--- config.mk ---
export PLATFORM = sky130hd
export DESIGN_NAME = udp_payload_packer
export DESIGN_NICKNAME = d
export VERILOG_FILES = /design/src/rtl/udp_payload_packer.sv
export SDC_FILE = /design/constraint.sdc
export NUM_CORES = 1
export LEC_CHECK = 0
export BUFFER_PORTS_ARGS = -buffer_cell sky130_fd_sc_hd__buf_2
export CORE_MARGIN = 2
export CORE_UTILIZATION = 40
export DETAILED_ROUTE_END_ITERATION = 10
export GPL_TIMING_DRIVEN = 0
export SLEW_MARGIN = 20
export SYNTH_ARGS = -nofsm -noshare
export SYNTH_HDL_FRONTEND = slang
export SYNTH_SLANG_ARGS = --single-unit
--- constraint.sdc ---
create_clock -name Clk40 -period 4 [get_ports Clk40]
set_input_delay 0.2 -clock Clk40 [delete_from_list [all_inputs] [get_ports Clk40]]
set_output_delay 0.2 -clock Clk40 [all_outputs]
set_load 0.01 [all_outputs]
--- src/rtl/udp_payload_packer.sv ---
// rtl/udp_payload_packer.sv - packs a UDP payload byte stream into 64-bit MSB-first words
// Also checks the sequenced-unit-header length against the real payload length.
module udp_payload_packer #(
  parameter int CNT_W = 16
) (
  input  logic             Clk40,
  input  logic             reset,
  input  logic [7:0]       s_byte,
  input  logic             s_valid,
  input  logic             s_last,
  output logic             s_ready,
  output logic [63:0]      out_bytes,
  output logic [7:0]       out_byte_enables,
  output logic             out_data_valid,
  output logic             out_last,
  input  logic             in_ready_for_udp_input,
  output logic [31:0]      pkt_count,
  output logic [CNT_W-1:0] len_err_count,
  output logic             hdr_len_err
);

  localparam int CMP_W = (CNT_W > 16) ? CNT_W : 16;

  logic [63:0]      acc_word;
  logic [7:0]       acc_be;
  logic [3:0]       acc_n;
  logic             acc_done;
  logic             acc_last;
  logic [CNT_W-1:0] pkt_bytes;
  logic [15:0]      hdr_len;

  logic             out_free;
  logic             load;
  logic             accept;

  logic [63:0]      nxt_word;
  logic [7:0]       nxt_be;
  logic [3:0]       nxt_n;
  logic             nxt_done;
  logic             nxt_last;
  logic [CNT_W-1:0] bytes_inc;
  logic [15:0]      hdr_now;
  logic             mismatch;

  assign out_free = !out_data_valid | in_ready_for_udp_input;
  assign load     = acc_done & out_free;
  assign s_ready  = !reset & (!acc_done | out_free);
  assign accept   = s_valid & s_ready;

  // The accumulator empties on a load, so a byte accepted on that same edge lands in lane 0.
  always_comb begin
    nxt_word = load ? 64'h0 : acc_word;
    nxt_be   = load ? 8'h00 : acc_be;
    nxt_n    = load ? 4'd0  : acc_n;
    nxt_done = load ? 1'b0  : acc_done;
    nxt_last = load ? 1'b0  : acc_last;
    if (accept) begin
      for (int k = 0; k < 8; k++) begin
        if (nxt_n == 4'(k)) begin
          nxt_word[63-8*k -: 8] = s_byte;
          nxt_be[7-k]           = 1'b1;
        end
      end
      nxt_done = (nxt_n == 4'd7) | s_last;
      nxt_last = s_last;
      nxt_n    = nxt_n + 4'd1;
    end
  end

  // Length compare includes the byte being accepted, so header bytes still in flight count.
  always_comb begin
    bytes_inc = (pkt_bytes == '1) ? pkt_bytes : pkt_bytes + 1'b1;
    hdr_now   = hdr_len;
    if (pkt_bytes == '0)
      hdr_now = {8'h00, s_byte};
    else if (pkt_bytes == CNT_W'(1))
      hdr_now = {s_byte, hdr_len[7:0]};
    mismatch = CMP_W'(bytes_inc) != CMP_W'(hdr_now);
  end

  always_ff @(posedge Clk40) begin
    if (reset) begin
      acc_word         <= 64'h0;
      acc_be           <= 8'h00;
      acc_n            <= 4'd0;
      acc_done         <= 1'b0;
      acc_last         <= 1'b0;
      out_bytes        <= 64'h0;
      out_byte_enables <= 8'h00;
      out_data_valid   <= 1'b0;
      out_last         <= 1'b0;
      pkt_bytes        <= '0;
      hdr_len          <= 16'h0;
      pkt_count        <= 32'h0;
      len_err_count    <= '0;
      hdr_len_err      <= 1'b0;
    end else begin
      acc_word <= nxt_word;
      acc_be   <= nxt_be;
      acc_n    <= nxt_n;
      acc_done <= nxt_done;
      acc_last <= nxt_last;

      if (load) begin
        out_bytes        <= acc_word;
        out_byte_enables <= acc_be;
        out_last         <= acc_last;
        out_data_valid   <= 1'b1;
      end else if (in_ready_for_udp_input) begin
        out_data_valid   <= 1'b0;
      end

      hdr_len_err <= 1'b0;
      if (accept) begin
        if (s_last) begin
          pkt_bytes <= '0;
          hdr_len   <= 16'h0;
          pkt_count <= pkt_count + 32'd1;
          if (mismatch) begin
            hdr_len_err <= 1'b1;
            if (len_err_count != '1)
              len_err_count <= len_err_count + 1'b1;
          end
        end else begin
          pkt_bytes <= bytes_inc;
          hdr_len   <= hdr_now;
        end
      end
    end
  end

endmodule

* Yosys cells after proc, flatten, opt, wreduce, memory -nomap -nowiden
Cells that the tools add are included.
** Operators by class
- Add/sub/neg operators :: 4
- Eq/ne operators :: 11
- Mux-type cells :: 33
- Bitwise gates (word level) :: 8
- Reductions and logical operators :: 10
** Operators by type and width (count)
- two-way mux 64 bit :: 2
- two-way mux 16 bit :: 5
- two-way mux 8 bit :: 10
- adder 16 x 1 -> 16 bit (second input constant) :: 2
- adder 32 x 1 -> 32 bit (second input constant) :: 1
- equality test 16 x 1 -> 1 bit (second input constant) :: 1
- equality test 16 bit (second input constant) :: 1
- equality test 4 x 3 -> 1 bit (second input constant) :: 4
- logical NOT 16 bit :: 1
- inequality test 16 bit :: 1
- inequality test 16 bit (second input constant) :: 1
- two-way mux 1 bit :: 14
- equality test 4 x 2 -> 1 bit (second input constant) :: 2
- two-way mux 4 bit :: 2
- adder 4 x 1 -> 4 bit (second input constant) :: 1
- equality test 4 x 1 -> 1 bit (second input constant) :: 1
- logical NOT 4 bit :: 1
- AND reduction 4 bit :: 1
- nonzero test 2 bit :: 2
- AND 1 bit :: 3
- logical NOT 1 bit :: 3
- OR 1 bit :: 3
- OR reduction 3 bit :: 1
- inverter 1 bit :: 2
- AND reduction 2 bit :: 1
** Storage, ports and cells
- Flip-flop bits (word level) :: 233
- Output and inout port bits :: 124
- Logic and storage cells :: 80

* Logic depth before layout (Yosys ltp)
Gate-level depths: netlist of the first run.
- Word-level depth :: 7
- Depth in mapped cells :: 14
- Gate-level depth less buffers :: 11

* Worst setup path before layout of the first run
Ideal clock, no wire load.
- Kind :: register to register
- Start :: reg pkt_bytes[12]
- End :: reg len_err_count[12]
- Arrival :: 3.160 ns
- Setup slack :: 0.719 ns
- Stages on the path, launching flop included :: 13
- Clock period less this slack :: 3.281 ns
- Cells stage by stage :: dfxtp_1 -> buf_6 -> or4_4 -> nor4_4 -> mux2i_1 -> xnor2_1 -> or3_1 -> a2111oi_2 -> o2111a_1 -> buf_6 -> buf_8 -> nor3_2 -> mux2_4
** Between the ends
- Longest elaborated chain between the ends :: 5
- Elaborated cells between the ends (all ways) :: 9
- Classes of those cells :: 1 x add/sub; 3 x eq/ne; 3 x mux; 2 x reduce/logical
** RTL lines
- start: declaration :: RTL line 29 : logic [CNT_W-1:0] pkt_bytes;
- start signal: assignment :: RTL line 125 : pkt_bytes <= bytes_inc;
- branches (longest 3 deep; another with adder 16 x 1 -> 16 bit)
- inequality test 16 bit (*) :: RTL line 78 : mismatch = CMP_W'(bytes_inc) != CMP_W'(hdr_now);
- AND reduction 4 bit (no source line) (*)
- end signal: assignment :: RTL line 122 : len_err_count <= len_err_count + 1'b1;
- end: declaration :: RTL line 18 : output logic [CNT_W-1:0] len_err_count,
Every way passes the cells marked *.
A chain may end at the register's enable or synchronous reset.

* Final worst setup path of the first run
- Start :: reg pkt_bytes[0]
- End :: reg len_err_count[8]
The elaborated chain is that of the path after synthesis.

==> run_results.csv, run 1 <==
group,metric,value,unit
synth,ys_ff_latch,233,
synth,synth-compound-area-share,0.133,
global_route,gr-total-overflow,0,
placement,placed_cells,1679,
global_route,grt_first_pass_wirelength,42.7,mm
synth,synth_warnings,0,
critical_path,critPathRequiredTime,4410,ps
global_route,grt_usage,0.201,
synth,async_reset_ff_frac,0,
placement,post-dp-hpwl,19.1,mm
layout,num_antenna_cells,0,
routing,drt_iter0_markers,602,
layout,nets,1406,
clock_network,cts.clk_slew.worst_paths,60,ps
power,p_leak,4.37,nW
critical_path,cp-start-kind,"flip-flop",
critical_path,end_kind,"flip-flop",
synth,syn_inst,1219,
clock_network,cts_buffer_depth,3,
layout,layout.cells.non_filler,1725,
floorplanning,start_util,0.405,
layout,layout-drive-gt1-share,0.143,
floorplanning,coreArea,24200,sq um
clock_network,cts_tree,"done",
run_status,status,"finished, final reports clean",
placement,gp_congestion,0.890,
critical_path,critPathArrivalTime,4130,ps
synth,yosysUniqueCellTypes,52,
min_path,min_from,"reset",
synth,netlist_area,9780,sq um
critical_path,worst-path-buf-inv,3,
routing,wl,27.0,mm
sta,timing.final.crit_share,0.931,
critical_path,crit_family,"simple AND/OR/NAND/NOR gates",
sta,hold_viol_final,0,
sta,final.setup.tns,0,ps
synth,syn_area_per_cell,8.02,sq um
critical_path,crit_type,"reg -> reg",
sta,fin_worst_skew,11.2,ps
min_path,worstHoldPathType,"in -> reg",
critical_path,cp_max_fo,10,
synth,synth-simple-area-share,0.264,
sta,finalSetupViolCount,0,
routing,vias,8990,
power,switching_share,0.225,
synth,synth_edf_count,0,
floorplanning,die_w,160,microns
clock_network,clkLatencyLatePin,530,ps
sta,fmax,0.269,GHz
synth,synthXorXnorAreaFrac,0.0448,
clock_network,post_cts_buffers,0,
placement,port_buffers,136,
clock_network,cts_sinks,233,
critical_path,crit_path_cell_trace,"inv_1, ha_1, or3b_2, nor4_4, mux2i_1, xnor2_1, or3_1, a2111oi_2, o2111a_1, buf_6, buf_8, nor3_2, mux2_4",
clock_network,cts-resized-gates,0,
floorplanning,chipHeight,160,microns
routing,viasPerCell,5.21,
critical_path,max_stage_delay,480,ps
synth,ys_seq_area_frac,0.477,
layout,syn2layout_area_growth,20.0,%
synth,synthFlopType,"dfxtp_1",
sta,rsz0062_at_grt,"no",
routing,firstDrtPassIters,5,
clock_network,htree_levels,1,
power,finalPower,4.97,mW
synth,synth_top_family_by_area,"simple AND/OR/NAND/NOR gates",
sta,drv_slew,0,
clock_network,cts_root_buf,"clkbuf_16",
routing,drc,0,
floorplanning,floorplan.die_area,25700,sq um
power,p_switching,1.12,mW
sta,post-route-min-period,3720,ps
power,comb_power_share,0.045,
clock_network,cts_buffers,26,
sta,relSlewSlack,0.289,
job,max_cap_violations,0,
sta,hold_ws,40.9,ps
routing,wl_per_cell,15.6,microns
critical_path,reg2reg_from,"pkt_bytes[0]",
global_route,grt_max_degree,14,
synth,syn_nets,1241,
power,power_density,423,nW/um^2
floorplanning,ios,137,
power,ir_drop,0.303,mV
power,p_seq_frac,0.473,
global_route,antenna_found_initial,0,
power,clkPwrFrac,0.481,
synth,synth_fa_ha_area_frac,0.0115,
critical_path,startpoint,"pkt_bytes[0]",
synth,muxShareOfSynthArea,0.0265,
power,internal_power,3.85,mW
layout,fin_util,0.486,
critical_path,worst_path_max_delay_cell,"or3b_2",
sta,worstMarginPinSlew,1060,ps
global_route,grt_pass1_vias,8097,
floorplanning,num_rows,57,
routing,ant_nets,0,
clock_network,cts_hold_buf,1,
## layout make-up
type,instances,area [sq um]
buffer,88,375
clock buffer,41,777
clock inverter,4,81.3
fill,2469,12400
inverter,11,41.3
multi-input combinational,887,4710
sequential,233,4660
tap,324,405
timing repair buffer,137,691
## metrics by stage
step | setup slack [ps] | cell area [sq um]
after floorplan | 719 | 9780
after global placement | 334 | 10900
after detailed placement | 310 | 10900
after CTS | 288 | 11700
after global routing | 61.9 | 11700
final | 277 | 11700
## routing by layer
metal	global-route usage	routed length, microns	vias up
li1	-	-	4501
met3	0.0266	1550	41
met2	0.317	11900	252
met5	0	0	-
met1	0.293	13000	4196
met4	0.0471	488	0
## worst register-to-register path, cell delays in order (launching register included)
cell	delay (ps)
dfxtp_1	380
inv_1	130
ha_1	180
or3b_2	480
nor4_4	370
mux2i_1	370
xnor2_1	100
or3_1	320
a2111oi_2	300
o2111a_1	310
buf_6	170
buf_8	140
nor3_2	50
mux2_4	290
## registers in the layout (all words and copies together) (netlist names)
signal / flops
hdr_len_err: 1
pkt_bytes: 16
out_last: 1
out_data_valid: 1
hdr_len: 16
out_byte_enables: 8
acc_last: 1
acc_done: 1
acc_n: 4
out_bytes: 64
acc_word: 64
pkt_count: 32
acc_be: 8
len_err_count: 16
## power by group through the flow
stage                     registers (mW)  clock network (mW)  logic, mW
after floorplan                     2.40                   0      0.142
after global placement              2.40                   0      0.221
after detailed placement            2.40                   0      0.223
after CTS                           2.35                2.44      0.225
after global routing                2.35                2.53      0.247
final                               2.35                2.39      0.226
## cells in the final DEF (no fill, tap or decap), types with 3 or more instances in the layout
| cell | count |
|---|---|
| nor2b_1 | 6 |
| and4_1 | 8 |
| nor2_1 | 94 |
| xnor2_1 | 22 |
| dfxtp_1 | 233 |
| inv_1 | 11 |
| ha_1 | 9 |
| o21a_1 | 3 |
| nor3_1 | 16 |
| or4_1 | 7 |
| buf_1 | 6 |
| clkbuf_8 | 7 |
| and2_1 | 10 |
| a22oi_1 | 20 |
| or3_1 | 12 |
| buf_6 | 3 |
| mux2_4 | 3 |
| buf_2 | 139 |
| mux2_2 | 3 |
| a21oi_1 | 172 |
| nand4_1 | 14 |
| nand3_1 | 95 |
| and3_1 | 12 |
| nand2_1 | 269 |
| o21ai_0 | 19 |
| clkbuf_16 | 26 |
| nor4_1 | 10 |
| mux2i_1 | 18 |
| o31ai_1 | 5 |
| xor2_1 | 28 |
| clkbuf_1 | 81 |
| or3b_2 | 3 |
## cell families after synthesis
logic type / after synthesis
and+or+nand+nor: 568
AOI/OAI and AO/OA: 236
DFF: 233
buffers and inverters: 99
xor gates and xnor gates: 50
muxes: 24
adders and majority gates: 9
## cells in the mapped netlist (9+ instances only)
| cell type | number | area share |
|---|---|---|
| a22oi_1 | 20 | 0.015 |
| and2_1 | 10 | 0.0064 |
| o21ai_0 | 19 | 0.0097 |
| inv_1 | 11 | 0.0042 |
| nand3_1 | 95 | 0.049 |
| nand2_1 | 269 | 0.10 |
| or3_1 | 12 | 0.0077 |
| nand4_1 | 14 | 0.0090 |
| nor3_1 | 16 | 0.0082 |
| xnor2_1 | 22 | 0.020 |
| nor4_1 | 10 | 0.0064 |
| ha_1 | 9 | 0.012 |
| clkbuf_1 | 73 | 0.028 |
| nor2_1 | 94 | 0.036 |
| a21oi_1 | 172 | 0.088 |
| and3_1 | 12 | 0.0077 |
| dfxtp_1 | 233 | 0.48 |
| xor2_1 | 28 | 0.025 |
| mux2i_1 | 18 | 0.018 |
## worst paths after layout
check | endpoint | slack [ps] | cells past startpoint
max reg2reg | len_err_count[8] | 280 | 13
min reg2reg | out_bytes[61] | 450 | 2
max | len_err_count[8] | 280 | 13
min | len_err_count[3] | 40 | 4
Note: power is estimated with default switching activity, not from simulation.
==> run 2, diff against run 1 <==
--- a/config.mk
+++ b/config.mk
@@ -9,7 +9,7 @@
 export CORE_MARGIN = 2
 export CORE_UTILIZATION = 40
 export DETAILED_ROUTE_END_ITERATION = 10
-export GPL_TIMING_DRIVEN = 0
+export GPL_TIMING_DRIVEN = 1
 export SLEW_MARGIN = 20
 export SYNTH_ARGS = -nofsm -noshare
 export SYNTH_HDL_FRONTEND = slang
==> run 2 against run 1 <==
Via count shrank 4.1%. Largest cell class unchanged. Largest power group is now sequential cells. Sequential share of layout area grew 0.93 points. Setup slack gained 200 ps.
==> run_results.csv, run 2 (synthesized netlist as in run 1, its figures left out) <==
group,metric,value,unit
critical_path,path_depth,10,
critical_path,crit_path_cell_trace,"nand4_1, or3_1, or3b_2, xor2_1, xnor2_1, nor3_1, o2111a_1, buf_12, nor4_1, mux2_2",
job,max_cap_violations,0,
routing,wl_per_cell,15.2,microns
power,power_density,423,nW/um^2
routing,viasPerCell,5.21,
placement,placed_cells,1605,
critical_path,max_stage_delay,520,ps
critical_path,cp_max_fo,28,
sta,hold_viol_final,0,
sta,finalSetupViolCount,0,
power,finalPower,4.85,mW
clock_network,cts_tree,"done",
sta,fmax,0.284,GHz
layout,num_antenna_cells,0,
floorplanning,coreArea,24200,sq um
critical_path,worst-path-buf-inv,1,
sta,worstMarginPinSlew,1090,ps
layout,layout.cells.non_filler,1655,
layout,syn2layout_area_growth,17.3,%
global_route,gr-total-overflow,0,
power,internal_power,3.74,mW
clock_network,cts_buffers,27,
power,p_leak,4.29,nW
critical_path,worst_path_max_delay_cell,"or3_1",
critical_path,reg2reg_from,"pkt_bytes[3]",
clock_network,cts_root_buf,"clkbuf_16",
sta,relSlewSlack,0.274,
clock_network,cts_sinks,233,
floorplanning,die_w,160,microns
power,ir_drop,0.276,mV
global_route,grt_usage,0.189,
critical_path,cp-start-kind,"flip-flop",
critical_path,critPathArrivalTime,3950,ps
clock_network,post_cts_buffers,0,
routing,drc,0,
routing,ant_nets,0,
global_route,antenna_found_initial,0,
critical_path,crit_type,"reg -> reg",
global_route,grt_max_degree,103,
clock_network,cts_buffer_depth,3,
layout,nets,1334,
floorplanning,ios,137,
critical_path,crit_family,"simple AND/OR/NAND/NOR gates",
run_status,status,"finished, final reports clean",
critical_path,reg2reg_depth,10,
clock_network,clkLatencyLatePin,540,ps
floorplanning,floorplan.die_area,25700,sq um
clock_network,cts.clk_slew.worst_paths,60,ps
placement,port_buffers,136,
global_route,grt_pass1_vias,7872,
power,p_seq_frac,0.484,
routing,firstDrtPassIters,5,
clock_network,cts-resized-gates,0,
power,p_switching,1.11,mW
critical_path,worstReg2RegEnd,"len_err_count[7]",
sta,final.setup.tns,0,ps
sta,post-route-min-period,3520,ps
clock_network,htree_levels,1,
layout,final_common_cell,"nand2_1",
sta,timing.final.crit_share,0.881,
routing,wl,25.2,mm
routing,vias,8625,
sta,rsz0062_at_grt,"no",
layout,layout-drive-gt1-share,0.156,
routing,drt_iter0_markers,594,
power,switching_share,0.230,
min_path,worstHoldPathType,"in -> reg",
sta,fin_worst_skew,14.5,ps
global_route,grt_first_pass_wirelength,40.9,mm
floorplanning,start_util,0.405,
critical_path,crit_end,"len_err_count[7]",
layout,reg.largest.list,"acc_word x64, out_bytes x64, pkt_count x32",
layout,layout_common_cells,"nand2_1 (268), dfxtp_1 (233), a21oi_1 (172)",
placement,post-dp-hpwl,16.0,mm
floorplanning,chipHeight,160,microns
power,comb_power_share,0.043,
placement,gp_congestion,0.871,
critical_path,end_kind,"flip-flop",
critical_path,critPathRequiredTime,4420,ps
critical_path,startpoint,"pkt_bytes[3]",
floorplanning,num_rows,57,
critical_path,regToRegSetupSlack,480,ps
power,clkPwrFrac,0.473,
sta,drv_slew,0,
## run 2: cell count changes in the layout (fill, tap and decap cells not counted), moves of 2 or more
cell       previous run  this run
clkinv_2              1         3
clkbuf_1             81        11
buf_2               139       135
buf_6                 3         1
bufinv_16             2         0
clkbuf_8              7         5
buf_1                 6         0
buf_4                 2        13
## run 2: worst min path at each step
stage                      startpoint             end  slack [ps]  cells past startpoint
4_1_cts                     s_byte[6]    acc_word[14]          50                      3
3_5_place_dp             acc_word[55]   out_bytes[55]         440                      2
5_1_grt                     s_byte[6]    acc_word[22]          80                      3
6_report                    s_byte[6]    acc_word[38]          70                      3
3_3_place_gp             acc_word[55]   out_bytes[55]         440                      2
2_1_floorplan  in_ready_for_udp_input  out_data_valid         390                      3
## run 2: power groups by stage
stage / Combinational, mW / Sequential (mW) / Clock (mW)
floorplan: 0.142 / 2.40 / 0
global placement: 0.204 / 2.40 / 0
detailed placement: 0.205 / 2.40 / 0
CTS: 0.208 / 2.35 / 2.36
global route: 0.227 / 2.35 / 2.45
finish: 0.207 / 2.35 / 2.29
## run 2: worst reg2reg max path, cell delays in order (launching register included)
cell	delay, ps
dfxtp_1	500
nand4_1	450
or3_1	530
or3b_2	470
xor2_1	160
xnor2_1	180
nor3_1	70
o2111a_1	190
buf_12	180
nor4_1	330
mux2_2	370
## run 2: repair_timing
action / 4_1_cts / 5_1_grt
endpoints found under the setup margin: 0 / 0
hold buffers: 2 / 0
hold endpoints to repair: 4 / 0
## run 2: metrics by stage
| stage | worst slack, ps | hold WS [ps] | instance area, sq um | util |
|---|---|---|---|---|
| after floorplan | 719 | 393 | 9780 | - |
| after global placement | 608 | 439 | 10600 | 0.439 |
| after detailed placement | 542 | 443 | 10600 | 0.439 |
| after CTS | 530 | 54.3 | 11500 | 0.475 |
| after global routing | 232 | 77.4 | 11500 | 0.475 |
| final | 477 | 68.0 | 11500 | 0.475 |
## run 2: final cells by class
cell class              instances  area [sq um]
flip-flops and latches        233          4660
clock buffers                  43           786
fillers                      2407         12700
repair buffers                152           825
well taps                     324           405
inverters                      11          41.3
multi-input cells             887          4710
clock inverters                 5          42.5
## run 2: metal layers
metal / vias to the layer above / GRT usage / share of wire
met2: 184 / 0.302 / 0.46
met3: 34 / 0.0307 / 0.046
li1: 4352 / - / -
met5: - / 0 / 0
met4: 0 / 0.0450 / 0.016
met1: 4055 / 0.269 / 0.48
==> run 3, diff against run 2 <==
--- a/config.mk
+++ b/config.mk
@@ -5,6 +5,7 @@
 export SDC_FILE = /design/constraint.sdc
 export NUM_CORES = 1
 export LEC_CHECK = 0
+export ABC_AREA = 1
 export BUFFER_PORTS_ARGS = -buffer_cell sky130_fd_sc_hd__buf_2
 export CORE_MARGIN = 2
 export CORE_UTILIZATION = 40
==> run 3 against run 2 <==
Global-route usage up 1.2 points. First-iteration DRC count up 4.7%. Design area up 7.9%. Count of clock-buffer cells in the layout down 7.
==> run_results.csv, run 3 <==
group,metric,value,unit
run_status,status,"finished, final reports clean",
global_route,gr-total-overflow,0,
synth,yosysUniqueCellTypes,37,
clock_network,cts_hold_buf,0,
global_route,grt_first_pass_wirelength,46.5,mm
synth,synthFlopType,"dfxtp_1",
synth,ys_seq_area_frac,0.441,
synth,synthTopCellsByCount,"nand2_1 (322), nor2_1 (261), dfxtp_1 (233)",
critical_path,end_kind,"flip-flop",
critical_path,critPathRequiredTime,4390,ps
critical_path,reg2reg_from,"pkt_bytes[0]",
floorplanning,floorplan.die_area,27700,sq um
synth,async_reset_ff_frac,0,
synth,synth_edf_count,0,
placement,postPlaceCellArea,11400,sq um
critical_path,cp-start-kind,"flip-flop",
floorplanning,coreArea,26000,sq um
global_route,antenna_found_initial,1,
placement,gp_congestion,0.897,
clock_network,cts_root_buf,"clkbuf_16",
sta,drv_slew,0,
synth,synth.most_common_cell,"nand2_1",
critical_path,regToRegSetupSlack,990,ps
routing,drc,0,
floorplanning,num_rows,59,
power,p_leak,5.45,nW
global_route,grt_pass1_vias,8988,
routing,firstDrtPassIters,6,
clock_network,cts-resized-gates,0,
power,finalPower,5.26,mW
synth,ys_top_cells_by_area,"dfxtp_1 (44%), nand2_1 (11%), nor2_1 (9.3%)",
sta,fin_worst_skew,9.90,ps
sta,hold_viol_final,0,
clock_network,cts.clk_slew.worst_paths,60,ps
power,ir_drop,0.292,mV
sta,worstMarginPinSlew,957,ps
clock_network,clkLatencyLatePin,530,ps
synth,syn_nets,1527,
global_route,grt_max_degree,104,
critical_path,cp_max_fo,19,
clock_network,htree_levels,1,
layout,layout_common_cells,"nand2_1 (322), nor2_1 (259), dfxtp_1 (233)",
sta,worst_slack,991,ps
clock_network,cts_buffer_depth,3,
sta,post-route-min-period,3010,ps
sta,final.setup.tns,0,ps
critical_path,crit_type,"reg -> reg",
routing,vias,9858,
power,power_density,425,nW/um^2
synth,ys_ff_latch,233,
global_route,grt_usage,0.201,
synth,synth.top_cell.area_share,0.441,
critical_path,critPathArrivalTime,3400,ps
job,max_cap_violations,0,
routing,wl,28.7,mm
clock_network,cts_sinks,233,
clock_network,cts_buffers,26,
layout,reg.largest.list,"acc_word x64, out_bytes x64, pkt_count x32",
floorplanning,die_w,167,microns
floorplanning,ios,137,
sta,relSlewSlack,0.362,
critical_path,reg2reg_depth,17,
sta,rsz0062_at_grt,"no",
routing,viasPerCell,5.03,
placement,port_buffers,136,
clock_network,post_cts_buffers,0,
placement,post-dp-hpwl,18.9,mm
sta,finalSetupViolCount,0,
clock_network,cts_tree,"done",
critical_path,worstReg2RegEnd,"len_err_count[0]",
placement,pre_cts_ws,1050,ps
sta,hold_ws,19.9,ps
routing,ant_nets,0,
synth,syn_inst,1505,
routing,drt_iter0_markers,622,
synth,synth_warnings,0,
critical_path,crit_end,"len_err_count[0]",
min_path,worstHoldPathType,"in -> reg",
sta,fmax,0.332,GHz
layout,layout-drive-gt1-share,0.140,
layout,nets,1624,
layout,final_common_cell,"nand2_1",
floorplanning,chipHeight,167,microns
critical_path,startpoint,"pkt_bytes[0]",
layout,final_area,12400,sq um
synth,syn_area_per_cell,7.02,sq um
routing,wl_per_cell,14.7,microns
synth,netlist_area,10600,sq um
sta,timing.final.crit_share,0.752,
layout,syn2layout_area_growth,17.1,%
floorplanning,start_util,0.407,
synth,synth_area_leader_cell,"dfxtp_1",
-- run 3: worst min path at each step --
| stage | cells after the start | start | to |
|---|---|---|---|
| final | 4 | in_ready_for_udp_input | out_data_valid |
| after global routing | 4 | in_ready_for_udp_input | out_data_valid |
| after CTS | 4 | in_ready_for_udp_input | out_data_valid |
| after detailed placement | 2 | acc_be[7] | acc_be[7] |
| after global placement | 2 | hdr_len[13] | hdr_len[13] |
| after floorplan | 3 | in_ready_for_udp_input | out_data_valid |
-- run 3: where the power goes --
group / switching, mW / internal, mW / total, mW / leakage [nW]
Combinational: 0.210 / 0.0842 / 0.294 / 3.11
Clock: 0.993 / 1.57 / 2.56 / 0.453
Sequential: 0.0285 / 2.37 / 2.40 / 1.89
-- run 3: cell type report --
| type | instances | area [sq um] |
|---|---|---|
| repair buffers | 146 | 758 |
| well taps | 335 | 419 |
| diodes | 1 | 2.50 |
| fillers | 2705 | 13600 |
| clock inverters | 12 | 174 |
| multi-input cells | 1074 | 5140 |
| flip-flops and latches | 233 | 4660 |
| inverters | 121 | 462 |
| clock buffers | 36 | 749 |
-- run 3: cell families (layout without fill, tap and decap cells) --
family	Yosys count	after routing	share of synthesized area
simple gates	733	733	0.294
other cells	0	1	0
flops	233	233	0.441
fa+ha+maj	9	9	0.0107
compound gates	306	306	0.160
buf+inv	198	315	0.0726
xor+xnor	26	26	0.0216
-- run 3: worst max-delay path, stage by stage (launching register included) --
cell and delay (ps):
dfxtp_1 530, inv_1 130, ha_1 210, nand2_1 60, nor2_1 50, nand2_1 420, buf_4 300, nand2_1 90
nand3_1 100, nand2_1 90, nor2_1 110, nand2_1 100, nor2_4 160, nand2_4 150, nand3_4 190, nand2_1 80
nand2_1 70, nor2_1 40
-- run 3: metal layers --
layer  GRT usage  part of all wire
met1       0.269              0.48
met2       0.339              0.46
met5           0                 0
met3      0.0271             0.041
met4      0.0581             0.020
-- run 3: metrics by stage --
stage / util / instances
floorplan: - / 1505
global placement: 0.441 / 1909
detailed placement: 0.441 / 1909
CTS: 0.476 / 1957
global route: 0.476 / 1958
finish: 0.476 / 1958
